**src/rtl/nibble_serial_add_ctrl_pkg.sv**
```systemverilog
// Shared constants for the nibble-serial adder slice.
// Nibble width and the FSM state encodings.
package nibble_serial_add_ctrl_pkg;
  localparam int NIBBLE_W = 4;

  localparam logic [1:0] ST_IDLE = 2'd0;
  localparam logic [1:0] ST_ADD  = 2'd1;
  localparam logic [1:0] ST_DONE = 2'd2;
endpackage

```
**src/rtl/nibble_serial_add_ctrl_if.sv**
```systemverilog
// Request/result handshake bundle for the serial adder.
// The requester and consumer drive the master side.
interface nibble_serial_add_ctrl_if #(
  parameter int W = 16
);
  logic         start_valid;
  logic         start_ready;
  logic [W-1:0] op_a;
  logic [W-1:0] op_b;
  logic         cin;
  logic         res_valid;
  logic         res_ready;
  logic [W-1:0] sum;
  logic         cout;
  logic         busy;

  modport master (
    output start_valid, op_a, op_b, cin, res_ready,
    input  start_ready, res_valid, sum, cout, busy
  );

  modport slave (
    input  start_valid, op_a, op_b, cin, res_ready,
    output start_ready, res_valid, sum, cout, busy
  );
endinterface

```
**src/rtl/nibble_serial_add_ctrl_ripple_adder.sv**
```systemverilog
// Combinational 4-bit ripple-carry adder slice.
// Shared by the sequencer for every nibble.
module ripple_adder
  import nibble_serial_add_ctrl_pkg::*;
(
  input  logic [NIBBLE_W-1:0] X,
  input  logic [NIBBLE_W-1:0] Y,
  input  logic                Cin,
  output logic [NIBBLE_W-1:0] S,
  output logic                Co
);
  logic [NIBBLE_W:0] c;

  // Ripple the carry bit by bit through the slice.
  always_comb begin
    c    = '0;
    S    = '0;
    c[0] = Cin;
    for (int i = 0; i < NIBBLE_W; i++) begin
      S[i]   = X[i] ^ Y[i] ^ c[i];
      c[i+1] = (X[i] & Y[i]) | (c[i] & (X[i] ^ Y[i]));
    end
    Co = c[NIBBLE_W];
  end
endmodule

```
**src/rtl/nibble_serial_add_ctrl.sv**
```systemverilog
// Wide adder run one nibble per cycle, LSB first,
// through a single shared ripple_adder slice.
module nibble_serial_add_ctrl
  import nibble_serial_add_ctrl_pkg::*;
#(
  parameter int NIBBLES = 4
) (
  input  logic                     clk,
  input  logic                     rst_n,
  nibble_serial_add_ctrl_if.slave  bus
);
  localparam int W  = NIBBLE_W * NIBBLES;
  localparam int IW = (NIBBLES > 1) ? $clog2(NIBBLES) : 1;
  localparam logic [IW-1:0] LAST = IW'(NIBBLES - 1);

  logic [1:0]          state;
  logic [W-1:0]        a_sh;
  logic [W-1:0]        b_sh;
  logic [W-1:0]        sum_q;
  logic                cout_q;
  logic                carry;
  logic [IW-1:0]       idx;
  logic [NIBBLE_W-1:0] s_nib;
  logic                co;
  logic [W+3:0]        sum_cat;

  ripple_adder u_add (
    .X   (a_sh[NIBBLE_W-1:0]),
    .Y   (b_sh[NIBBLE_W-1:0]),
    .S   (s_nib),
    .Co  (co),
    .Cin (carry)
  );

  // New nibble enters at the top; the sum register shifts down.
  assign sum_cat = {s_nib, sum_q};

  assign bus.start_ready = (state == ST_IDLE);
  assign bus.res_valid   = (state == ST_DONE);
  assign bus.busy        = (state != ST_IDLE);
  assign bus.sum         = sum_q;
  assign bus.cout        = cout_q;

  // Sequencer: capture operands, step nibbles, hold result.
  always_ff @(posedge clk or negedge rst_n) begin
    if (!rst_n) begin
      state  <= ST_IDLE;
      a_sh   <= '0;
      b_sh   <= '0;
      sum_q  <= '0;
      cout_q <= 1'b0;
      carry  <= 1'b0;
      idx    <= '0;
    end else begin
      unique case (1'b1)
        (state == ST_IDLE): begin
          if (bus.start_valid) begin
            a_sh  <= bus.op_a;
            b_sh  <= bus.op_b;
            carry <= bus.cin;
            idx   <= '0;
            sum_q <= '0;
            state <= ST_ADD;
          end
        end
        (state == ST_ADD): begin
          a_sh  <= a_sh >> NIBBLE_W;
          b_sh  <= b_sh >> NIBBLE_W;
          sum_q <= sum_cat[W+3:4];
          carry <= co;
          idx   <= idx + 1'b1;
          if (idx == LAST) begin
            cout_q <= co;
            state  <= ST_DONE;
          end
        end
        (state == ST_DONE): begin
          if (bus.res_ready) state <= ST_IDLE;
        end
        default: state <= ST_IDLE;
      endcase
    end
  end
endmodule
```
**src/flat_wrapper.sv**
```systemverilog
// flat-port wrapper written by rule: the top's interface ports become plain ports
module nibble_serial_add_ctrl_flat import nibble_serial_add_ctrl_pkg::*;
#(
  parameter int NIBBLES = 4
)
  (clk, rst_n, bus_start_valid, bus_op_a, bus_op_b, bus_cin, bus_res_ready, bus_start_ready, bus_res_valid, bus_sum, bus_cout, bus_busy);
  nibble_serial_add_ctrl_if bus_i ();
  input  logic clk;
  input  logic rst_n;
  input wire logic [$bits(bus_i.start_valid)-1:0] bus_start_valid;
  input wire logic [$bits(bus_i.op_a)-1:0] bus_op_a;
  input wire logic [$bits(bus_i.op_b)-1:0] bus_op_b;
  input wire logic [$bits(bus_i.cin)-1:0] bus_cin;
  input wire logic [$bits(bus_i.res_ready)-1:0] bus_res_ready;
  output wire logic [$bits(bus_i.start_ready)-1:0] bus_start_ready;
  output wire logic [$bits(bus_i.res_valid)-1:0] bus_res_valid;
  output wire logic [$bits(bus_i.sum)-1:0] bus_sum;
  output wire logic [$bits(bus_i.cout)-1:0] bus_cout;
  output wire logic [$bits(bus_i.busy)-1:0] bus_busy;
  assign bus_i.start_valid = bus_start_valid;
  assign bus_i.op_a = bus_op_a;
  assign bus_i.op_b = bus_op_b;
  assign bus_i.cin = bus_cin;
  assign bus_i.res_ready = bus_res_ready;
  assign bus_start_ready = bus_i.start_ready;
  assign bus_res_valid = bus_i.res_valid;
  assign bus_sum = bus_i.sum;
  assign bus_cout = bus_i.cout;
  assign bus_busy = bus_i.busy;
  nibble_serial_add_ctrl #(.NIBBLES(NIBBLES)) u_core (.clk(clk), .rst_n(rst_n), .bus(bus_i));
endmodule
```
**config.mk**
```make
export PLATFORM = sky130hd
export DESIGN_NAME = nibble_serial_add_ctrl_flat
export DESIGN_NICKNAME = d
export VERILOG_FILES = /design/src/rtl/nibble_serial_add_ctrl_pkg.sv /design/src/rtl/nibble_serial_add_ctrl_if.sv /design/src/rtl/nibble_serial_add_ctrl_ripple_adder.sv /design/src/rtl/nibble_serial_add_ctrl.sv /design/src/flat_wrapper.sv
export SDC_FILE = /design/constraint.sdc
export NUM_CORES = 1
export LEC_CHECK = 0
export BUFFER_PORTS_ARGS = -buffer_cell sky130_fd_sc_hd__buf_2
export CAP_MARGIN = 5
export CORE_UTILIZATION = 50
export CTS_BUF_LIST = sky130_fd_sc_hd__clkbuf_8 sky130_fd_sc_hd__clkbuf_16
export DETAILED_ROUTE_END_ITERATION = 16
export GPL_TIMING_DRIVEN = 0
export PLACE_DENSITY = 0.75
export SYNTH_ARGS = -nofsm -noshare
export SYNTH_HDL_FRONTEND = slang
export SYNTH_SLANG_ARGS = --single-unit
```
**constraint.sdc**
```tcl
create_clock -name clk -period 2.5 [get_ports clk]
set_clock_uncertainty 0.1 [all_clocks]
set_input_delay 0.5 -clock clk [delete_from_list [all_inputs] [get_ports clk]]
set_output_delay 0.5 -clock clk [all_outputs]
set_load 0.05 [all_outputs]
```
==> results of run 1 <==
worst max path at each step:
stage	endpoint	slack (ns)	depth (start not counted)
after floorplan	bus_busy	0.06	3
after CTS	u_core.bus.sum[15]$_DFFE_PN0P_	0.20	8
after global routing	u_core.bus.sum[15]$_DFFE_PN0P_	0.07	8
final	bus_res_valid	0.20	4
after global placement	u_core.bus.sum[15]$_DFFE_PN0P_	0.27	8
after detailed placement	u_core.bus.sum[15]$_DFFE_PN0P_	0.22	8
area by class of cell:
class / instances / area, um2 / share of cell area [%]
Multi-Input combinational cell: 136 / 900 / 31.2
Buffer: 18 / 93.8 / 3.26
Clock inverter: 3 / 68.8 / 2.39
Sequential cell: 54 / 1350 / 46.9
Tap cell: 52 / 65.1 / 2.26
Clock buffer: 5 / 68.8 / 2.39
Inverter: 10 / 37.5 / 1.30
Timing Repair Buffer: 56 / 295 / 10.3
kinds of logic (layout without fill, tap and decap cells):
group,count (synthesis),in the layout,share of synthesized area [%]
compound gates,101,101,27.7
fa+ha+maj,5,5,3.89
buf+inv,28,92,5.51
flops,54,54,56.7
simple gates,30,30,6.15
state kept, by name (all words and copies together) (netlist names):
register / flops
u_core.b_sh: 16
u_core.carry: 1
u_core.a_sh: 16
u_core.state: 2
u_core.bus.sum: 16
u_core.bus.cout: 1
u_core.idx: 2
critical path: stages (launching register included):
cell      delay (ns)
dfrtp_1         0.50
inv_1           0.16
clkbuf_1        0.44
nor2_1          0.07
buf_2           0.22
per-stage QoR:
step                total power, mW  utilization (%)  worst slack [ns]  area (um2)  hold WS, ns
floorplan                      3.21                -            0.0591        2380        0.104
global placement               3.68             60.9             0.268        2720        0.362
detailed placement             3.75             60.9             0.215        2720        0.370
CTS                            4.45             63.9             0.195        2860        0.244
global route                   4.76             64.4            0.0727        2880      0.00168
finish                         4.44             64.4             0.201        2880     -0.00651
power by group through the flow:
stage	clock network [mW]	registers, mW	logic, mW
2_1_floorplan	0	1.95	1.26
3_3_place_gp	0	1.58	2.10
3_5_place_dp	0	1.60	2.15
4_1_cts	0.695	1.58	2.17
5_1_grt	0.730	1.64	2.39
6_report	0.685	1.59	2.16
cells in the mapped netlist (3+ instances only):
| library cell | instances | area, um2 |
|---|---|---|
| inv_1 | 10 | 37.5 |
| o21ai_0 | 17 | 85.1 |
| nor2_1 | 7 | 26.3 |
| buf_4 | 3 | 22.5 |
| o22ai_1 | 36 | 225 |
| a22o_1 | 15 | 131 |
| o221a_2 | 4 | 45.0 |
| nand2b_1 | 3 | 18.8 |
| a21oi_1 | 21 | 105 |
| nand3b_1 | 5 | 37.5 |
| clkbuf_1 | 8 | 30.0 |
| nand2_1 | 12 | 45.0 |
| buf_2 | 6 | 30.0 |
| dfrtp_1 | 54 | 1350 |
| o21ai_1 | 3 | 15.0 |
| fa_1 | 4 | 80.1 |
routing by layer:
layer / vias up / wire [um] / global-route usage, %
met5: - / 0 / 0
met4: 0 / 73 / 7.33
met3: 9 / 238 / 4.84
met2: 67 / 2760 / 41.7
met1: 1004 / 2430 / 30.5
li1: 937 / - / -
==> flow_metrics.py, run 1 <==
metrics = {
    "floorplan": {
        "ios": 57,
        "start_util_pct": 53.2,
        "die_width_um": 71.0,
        "row_count": 24,
        "die_y_um": 71.0,
        "die_area_mm2": 0.00504,
        "core_area_mm2": 0.00447,
    },
    "worst_hold_path": {
        "hold_path_class": "in -> async",
    },
    "sta": {
        "slew_viol_final": 0,
        "timing.final.crit_share_pct": 92.0,
        "setup_tns_ns": 0,
        "hold_ws_ns": -0.00651,
        "max_freq_mhz": 435,
        "worst_pin_slew_ns": 0.529,
        "rsz0062_at_grt": "false",
        "finalHoldViolCount": 15,
        "setup_viol": 0,
        "slew_headroom_pct": 64.7,
        "period_minus_slack_ns": 2.30,
    },
    "setup_path": {
        "reg2reg_to": "u_core.bus.sum[15]$_DFFE_PN0P_",
        "r2r-start": "u_core.carry$_DFFE_PN0P_",
        "path_class": "reg -> out",
        "cp-end-kind": "output pin",
        "cp_max_fo": 10,
        "arrival_ns": 1.70,
        "reg2regPathDepth": 8,
        "critPathLaunch": "u_core.state[1]$_DFFE_PN0P_",
        "startpoint_type": "flop",
        "required_ns": 1.90,
        "reg2reg_slack_ns": 0.20,
    },
    "place": {
        "numPortBuffers": 55,
        "post-place-cells": 325,
        "hpwl_um": 3830,
        "gp_congestion": 0.785,
    },
    "cells_and_area": {
        "drive_gt1_share_pct": 29.1,
        "instances_no_fill": 334,
        "mostFrequentLayoutCells": "61 x buf_2, 54 x dfrtp_1, 36 x o22ai_1",
        "antenna_cells": 0,
        "nNetsFinal": 323,
        "nFillCells": 389,
        "layout_commonest_cell": "buf_2",
        "area_growth_syn_to_layout_pct": 20.9,
    },
    "clock_tree": {
        "cts_root_buffer": "clkbuf_8",
        "clock_sinks": 54,
        "post_cts_buffers": 0,
        "hold_buffers": 0,
        "cts_resized": 0,
        "cts_max_path_buffers": 2,
        "h-tree-depth": 2,
        "cts_tree": "yes",
        "clk_latency_ns": 0.31,
        "clk_pin_slew_ns": 0.10,
        "numCtsBuffers": 5,
    },
    "job": {
        "cap_violations": 0,
    },
    "run_status": {
        "status": "finished with violations",
        "violations": "negative hold slack",
    },
    "drt": {
        "drtIter0Drc": 134,
        "routedWlPerCell_um": 16.5,
        "dr.pass1.iters": 6,
        "vias": 2017,
        "viasPerCell": 6.04,
        "drt_wl_total_um": 5500,
        "post-route-drc-count": 0,
        "drtAntennaViolNets": 0,
    },
    "yosys": {
        "yosys_warnings": 0,
        "syn-num-nets": 260,
        "synth_seq_area_share_pct": 56.7,
        "ys.flop_type": "dfrtp_1",
        "synth.avg_cell_area_um2": 10.9,
        "ys_ff_latch": 54,
        "synthDistinctLibCells": 26,
        "syn_inst": 218,
        "synth-edff-count": 0,
        "async_flop_share_pct": 100,
        "syn-cell-area_mm2": 0.00238,
    },
    "pwr": {
        "power_frac_seq_pct": 35.9,
        "leakage_nw": 1.36,
        "clkPwrFrac_pct": 15.4,
        "internal-power_mw": 2.47,
        "p_comb_share_pct": 48.7,
        "ir_drop_mv": 0.805,
        "p_sw_mw": 1.97,
        "sw_frac_of_total_pct": 44.4,
        "cellPowerDensity_mw_per_mm2": 1540,
    },
    "grt": {
        "grt_max_degree": 55,
        "grt_pass1_wl_um": 9330,
        "grt_pass1_vias": 2027,
        "grtUsageTotal_pct": 24.0,
        "antenna_found_initial": 0,
        "grt.overflow.total": 0,
    },
}
(Power assumes the default switching activity.)
==> run 2: changes to the inputs <==
- CORE_UTILIZATION: 50 -> 48
- PLACE_DENSITY: 0.75 -> 0.76
- RECOVER_POWER: unset -> 25
- clock period: 2.5 -> 2.04 ns (I/O delays scaled with it)
==> flow_metrics.py, run 2 (synthesis results as in run 1) <==
metrics = {
    "cells_and_area": {
        "multi_input_area_um2": 923,
        "nFillCells": 423,
        "drive_gt1_share_pct": 34.6,
        "fin_area_mm2": 0.00291,
        "regArea_mm2": 0.00135,
        "area_growth_syn_to_layout_pct": 22.1,
        "antenna_cells": 0,
        "nNetsFinal": 327,
        "instances_no_fill": 353,
        "layout_commonest_cell": "buf_2",
        "mostFrequentLayoutCells": "59 x buf_2, 54 x dfrtp_1, 36 x o22ai_1",
    },
    "place": {
        "numPortBuffers": 55,
        "gp_congestion": 0.794,
        "post-place-cells": 340,
        "hpwl_um": 3890,
        "placed_cell_area_mm2": 0.00275,
    },
    "drt": {
        "drtIter0Drc": 92,
        "drtAntennaViolNets": 0,
        "viasPerCell": 5.71,
        "post-route-drc-count": 0,
        "drt_wl_total_um": 5450,
        "vias": 2014,
        "routedWlPerCell_um": 15.4,
        "dr.pass1.iters": 4,
    },
    "floorplan": {
        "row_count": 25,
        "die_width_um": 72.5,
        "ios": 57,
        "die_area_mm2": 0.00525,
        "start_util_pct": 50.1,
        "die_y_um": 72.5,
        "core_area_mm2": 0.00475,
    },
    "pwr": {
        "cellPowerDensity_mw_per_mm2": 1860,
        "ir_drop_mv": 1.19,
        "leakage_nw": 1.36,
    },
    "grt": {
        "grt_pass1_wl_um": 8980,
        "grt_max_degree": 55,
        "antenna_found_initial": 0,
        "grt_pass1_vias": 1938,
        "grtUsageTotal_pct": 22.4,
        "grt.overflow.total": 0,
    },
    "setup_path": {
        "crit_family": "adder cells",
        "startpoint_type": "flop",
        "crit_buf_inv": 3,
        "r2r-start": "u_core.carry$_DFFE_PN0P_",
        "reg2reg_slack_ns": -0.13,
        "crit_top_cell": "fa_2",
        "crit_chain": "inv_2 -> fa_1 -> inv_1 -> fa_2 -> fa_2 -> inv_2 -> fa_2 -> o21ai_2",
        "path_class": "reg -> reg",
        "crit_slowest_cell": "fa_2",
        "cp_max_fo": 2,
        "arrival_ns": 2.31,
        "reg2reg_to": "u_core.bus.sum[15]$_DFFE_PN0P_",
        "reg2regPathDepth": 8,
        "critPathMaxStageDelay_ns": 0.43,
        "cp-end-kind": "flop",
        "required_ns": 2.18,
    },
    "sta": {
        "setup_viol": 3,
        "finalHoldViolCount": 0,
        "timing.final.crit_share_pct": 106,
        "setup_tns_ns": -0.327,
        "rsz0062_at_grt": "true",
        "slew_headroom_pct": 11.5,
        "worst_slack_ns": -0.132,
        "period_minus_slack_ns": 2.17,
        "worst_pin_slew_ns": 1.33,
        "max_freq_mhz": 460,
        "slew_viol_final": 0,
    },
    "clock_tree": {
        "clk_pin_slew_ns": 0.09,
        "cts_tree": "yes",
        "clk_latency_ns": 0.31,
        "numCtsBuffers": 5,
        "cts_root_buffer": "clkbuf_8",
        "clock_sinks": 54,
        "cts_max_path_buffers": 2,
        "h-tree-depth": 2,
        "hold_buffers": 0,
    },
    "job": {
        "cap_violations": 0,
    },
    "worst_hold_path": {
        "min_to": "u_core.state[1]$_DFFE_PN0P_",
        "hold_path_class": "in -> reg",
        "hold_path_depth": 2,
        "hp-start": "bus_res_ready",
    },
    "run_status": {
        "violations": "negative setup slack",
        "status": "finished with violations",
    },
}
-- run 2: how the worst max path moves through the flow --
| stage | endpoint | slack, ns | start | cells after the start |
|---|---|---|---|---|
| 2_1_floorplan | u_core.carry$_DFFE_PN0P_ | -0.01 | u_core.carry$_DFFE_PN0P_ | 8 |
| 3_3_place_gp | u_core.carry$_DFFE_PN0P_ | -0.13 | u_core.b_sh[0]$_DFFE_PN0P_ | 8 |
| 3_5_place_dp | u_core.carry$_DFFE_PN0P_ | -0.23 | u_core.b_sh[0]$_DFFE_PN0P_ | 8 |
| 4_1_cts | u_core.bus.sum[15]$_DFFE_PN0P_ | -0.13 | u_core.carry$_DFFE_PN0P_ | 8 |
| 5_1_grt | u_core.bus.sum[15]$_DFFE_PN0P_ | -0.21 | u_core.carry$_DFFE_PN0P_ | 8 |
| 6_report | u_core.bus.sum[15]$_DFFE_PN0P_ | -0.13 | u_core.carry$_DFFE_PN0P_ | 8 |
-- run 2: timing repair --
action                                  4_1_cts  5_1_grt
pin swaps                                     2        1
endpoints found under the setup margin        4        5
setup buffers                                 5        2
gates resized for setup                       8        2
cloned                                        0        0
-- run 2: layout make-up --
| class | instances | share of cell area (%) |
|---|---|---|
| inverter | 10 | 1.42 |
| multi-input combinational | 136 | 31.8 |
| clock buffer | 6 | 2.84 |
| sequential | 54 | 46.5 |
| timing repair buffer | 62 | 11.4 |
| clock inverter | 2 | 0.301 |
| buffer | 16 | 2.97 |
| tap | 67 | 2.88 |
-- run 2: routing by layer --
metal,GRT usage [%],vias to the layer above,wire [um],part of all wire [%]
met5,0,-,0,0
met4,6.54,0,64,1.2
met3,3.75,8,253,4.6
met2,38.4,63,2750,50
met1,29.2,1003,2380,44
li1,-,940,-,-
-- run 2: report_power, final --
part	switching [mW]	leakage (nW)	internal [mW]	total, mW
sequential	0.385	0.668	1.58	1.96
clock	0.335	0.0524	0.270	0.605
combinational	1.75	0.642	1.10	2.85
-- run 2: stage by stage --
stage	total power [mW]	utilization (%)	hold slack, ns	setup WS (ns)
6_report	5.41	61.2	0.174	-0.132
5_1_grt	5.82	61.2	0.179	-0.207
4_1_cts	5.37	60.7	0.171	-0.130
3_5_place_dp	4.65	57.8	0.379	-0.231
3_3_place_gp	4.54	57.8	0.366	-0.127
2_1_floorplan	3.96	-	0.0124	-0.0124
==> run 3: changes to the inputs <==
- PLACE_DENSITY: 0.76 -> 0.85
==> flow_metrics.py, run 3 (synthesis results as in run 1) <==
metrics = {
    "run_status": {
        "status": "finished with violations",
        "violations": "negative setup slack",
    },
    "place": {
        "placed_cell_area_mm2": 0.00275,
        "gp_congestion": 0.785,
        "hpwl_um": 3840,
        "numPortBuffers": 55,
        "dp_slack_ns": -0.162,
    },
    "cells_and_area": {
        "nNetsFinal": 327,
        "antenna_cells": 0,
        "fin_area_mm2": 0.00291,
        "area_growth_syn_to_layout_pct": 22.0,
        "layout_commonest_cell": "buf_2",
        "mostFrequentLayoutCells": "61 x buf_2, 54 x dfrtp_1, 36 x o22ai_1",
        "drive_gt1_share_pct": 33.6,
    },
    "clock_tree": {
        "cts_tree": "yes",
        "h-tree-depth": 2,
        "clk_latency_ns": 0.31,
        "clock_sinks": 54,
        "cts_root_buffer": "clkbuf_8",
        "numCtsBuffers": 5,
        "cts_max_path_buffers": 2,
        "clk_pin_slew_ns": 0.10,
        "hold_buffers": 0,
    },
    "pwr": {
        "ir_drop_mv": 0.865,
        "leakage_nw": 1.36,
        "cellPowerDensity_mw_per_mm2": 1860,
    },
    "sta": {
        "max_freq_mhz": 465,
        "worst_slack_ns": -0.108,
        "worst_pin_slew_ns": 1.40,
        "setup_viol": 2,
        "slew_viol_final": 0,
        "timing.final.crit_share_pct": 105,
        "slew_headroom_pct": 6.61,
        "period_minus_slack_ns": 2.15,
        "rsz0062_at_grt": "true",
        "finalHoldViolCount": 0,
    },
    "drt": {
        "vias": 1983,
        "viasPerCell": 5.62,
        "drt_wl_total_um": 5550,
        "routedWlPerCell_um": 15.7,
        "post-route-drc-count": 0,
        "drtAntennaViolNets": 0,
        "dr.pass1.iters": 4,
        "drtIter0Drc": 54,
    },
    "floorplan": {
        "row_count": 25,
        "core_area_mm2": 0.00475,
        "die_area_mm2": 0.00525,
        "ios": 57,
        "die_y_um": 72.5,
        "die_width_um": 72.5,
        "start_util_pct": 50.1,
    },
    "setup_path": {
        "crit_family": "adder cells",
        "crit_chain": "inv_2 -> fa_1 -> inv_1 -> fa_2 -> fa_2 -> inv_2 -> fa_2 -> a221oi_1",
        "startpoint_type": "flop",
        "crit_slowest_cell": "fa_1",
        "critPathMaxStageDelay_ns": 0.41,
        "crit_buf_inv": 3,
        "cp_max_fo": 2,
        "arrival_ns": 2.27,
        "crit_top_cell": "fa_2",
        "path_class": "reg -> reg",
        "cp-end-kind": "flop",
        "required_ns": 2.16,
    },
    "grt": {
        "grt_max_degree": 55,
        "antenna_found_initial": 0,
        "grt.overflow.total": 0,
        "grt_pass1_wl_um": 9460,
        "grt_pass1_vias": 2022,
        "grtUsageTotal_pct": 23.8,
    },
    "worst_hold_path": {
        "hold_path_class": "in -> reg",
    },
    "job": {
        "cap_violations": 0,
    },
}
run 3: where the power goes:
part	switching (mW)	internal, mW	leakage (nW)
combinational	1.73	1.05	0.632
sequential	0.381	1.57	0.668
clock	0.351	0.312	0.0544
total	2.46	2.94	1.36
run 3: layout make-up:
| class | count | area [um2] |
|---|---|---|
| Fill cell | 407 | 1850 |
| Inverter | 10 | 41.3 |
| Clock inverter | 1 | 8.76 |
| Timing Repair Buffer | 61 | 319 |
| Buffer | 17 | 91.3 |
| Multi-Input combinational cell | 136 | 913 |
| Clock buffer | 7 | 96.3 |
| Tap cell | 67 | 83.8 |
| Sequential cell | 54 | 1350 |
run 3: stage by stage:
step / power (mW) / utilization (%) / setup TNS (ns) / hold WS (ns) / cells
6_report: 5.40 / 61.1 / -0.213 / 0.156 / 353
5_1_grt: 5.81 / 61.1 / -2.59 / 0.143 / 353
4_1_cts: 5.37 / 60.7 / -0.227 / 0.158 / 351
3_5_place_dp: 4.64 / 57.8 / -0.350 / 0.386 / 340
3_3_place_gp: 4.52 / 57.8 / -0.177 / 0.362 / 340
2_1_floorplan: 3.96 / - / -0.0124 / 0.0124 / 218
run 3: final timing paths:
check                                                end                        start  depth (start not counted)  slack [ns]
max                             u_core.carry$_DFFE_PN0P_     u_core.carry$_DFFE_PN0P_                          8       -0.11
min                          u_core.state[1]$_DFFE_PN0P_                bus_res_ready                          2        0.16
max reg2reg                     u_core.carry$_DFFE_PN0P_     u_core.carry$_DFFE_PN0P_                          8       -0.11
min reg2reg                  u_core.bus.cout$_DFFE_PN0P_  u_core.bus.cout$_DFFE_PN0P_                          2        0.40
max in group asynchronous  u_core.bus.sum[4]$_DFFE_PN0P_                        rst_n                          2        0.23
min in group asynchronous     u_core.b_sh[6]$_DFFE_PN0P_                        rst_n                          1        0.30
run 3: repair_timing:
| action | CTS | global route |
|---|---|---|
| endpoints found under the setup margin | 4 | 5 |
| buffers inserted | 4 | 1 |
| hold endpoints to repair | 0 | 0 |
| resized for setup | 6 | 3 |
| cloned | 0 | 0 |
| pin swaps | 1 | 1 |
run 3: layer usage:
metal	up-vias	share of wire [%]	global-route usage, %	wire, um
li1	944	-	-	-
met4	0	1.3	8.50	74
met5	-	0	0	0
met2	68	50	40.6	2760
met1	963	44	30.5	2430
met3	8	5.0	4.31	280
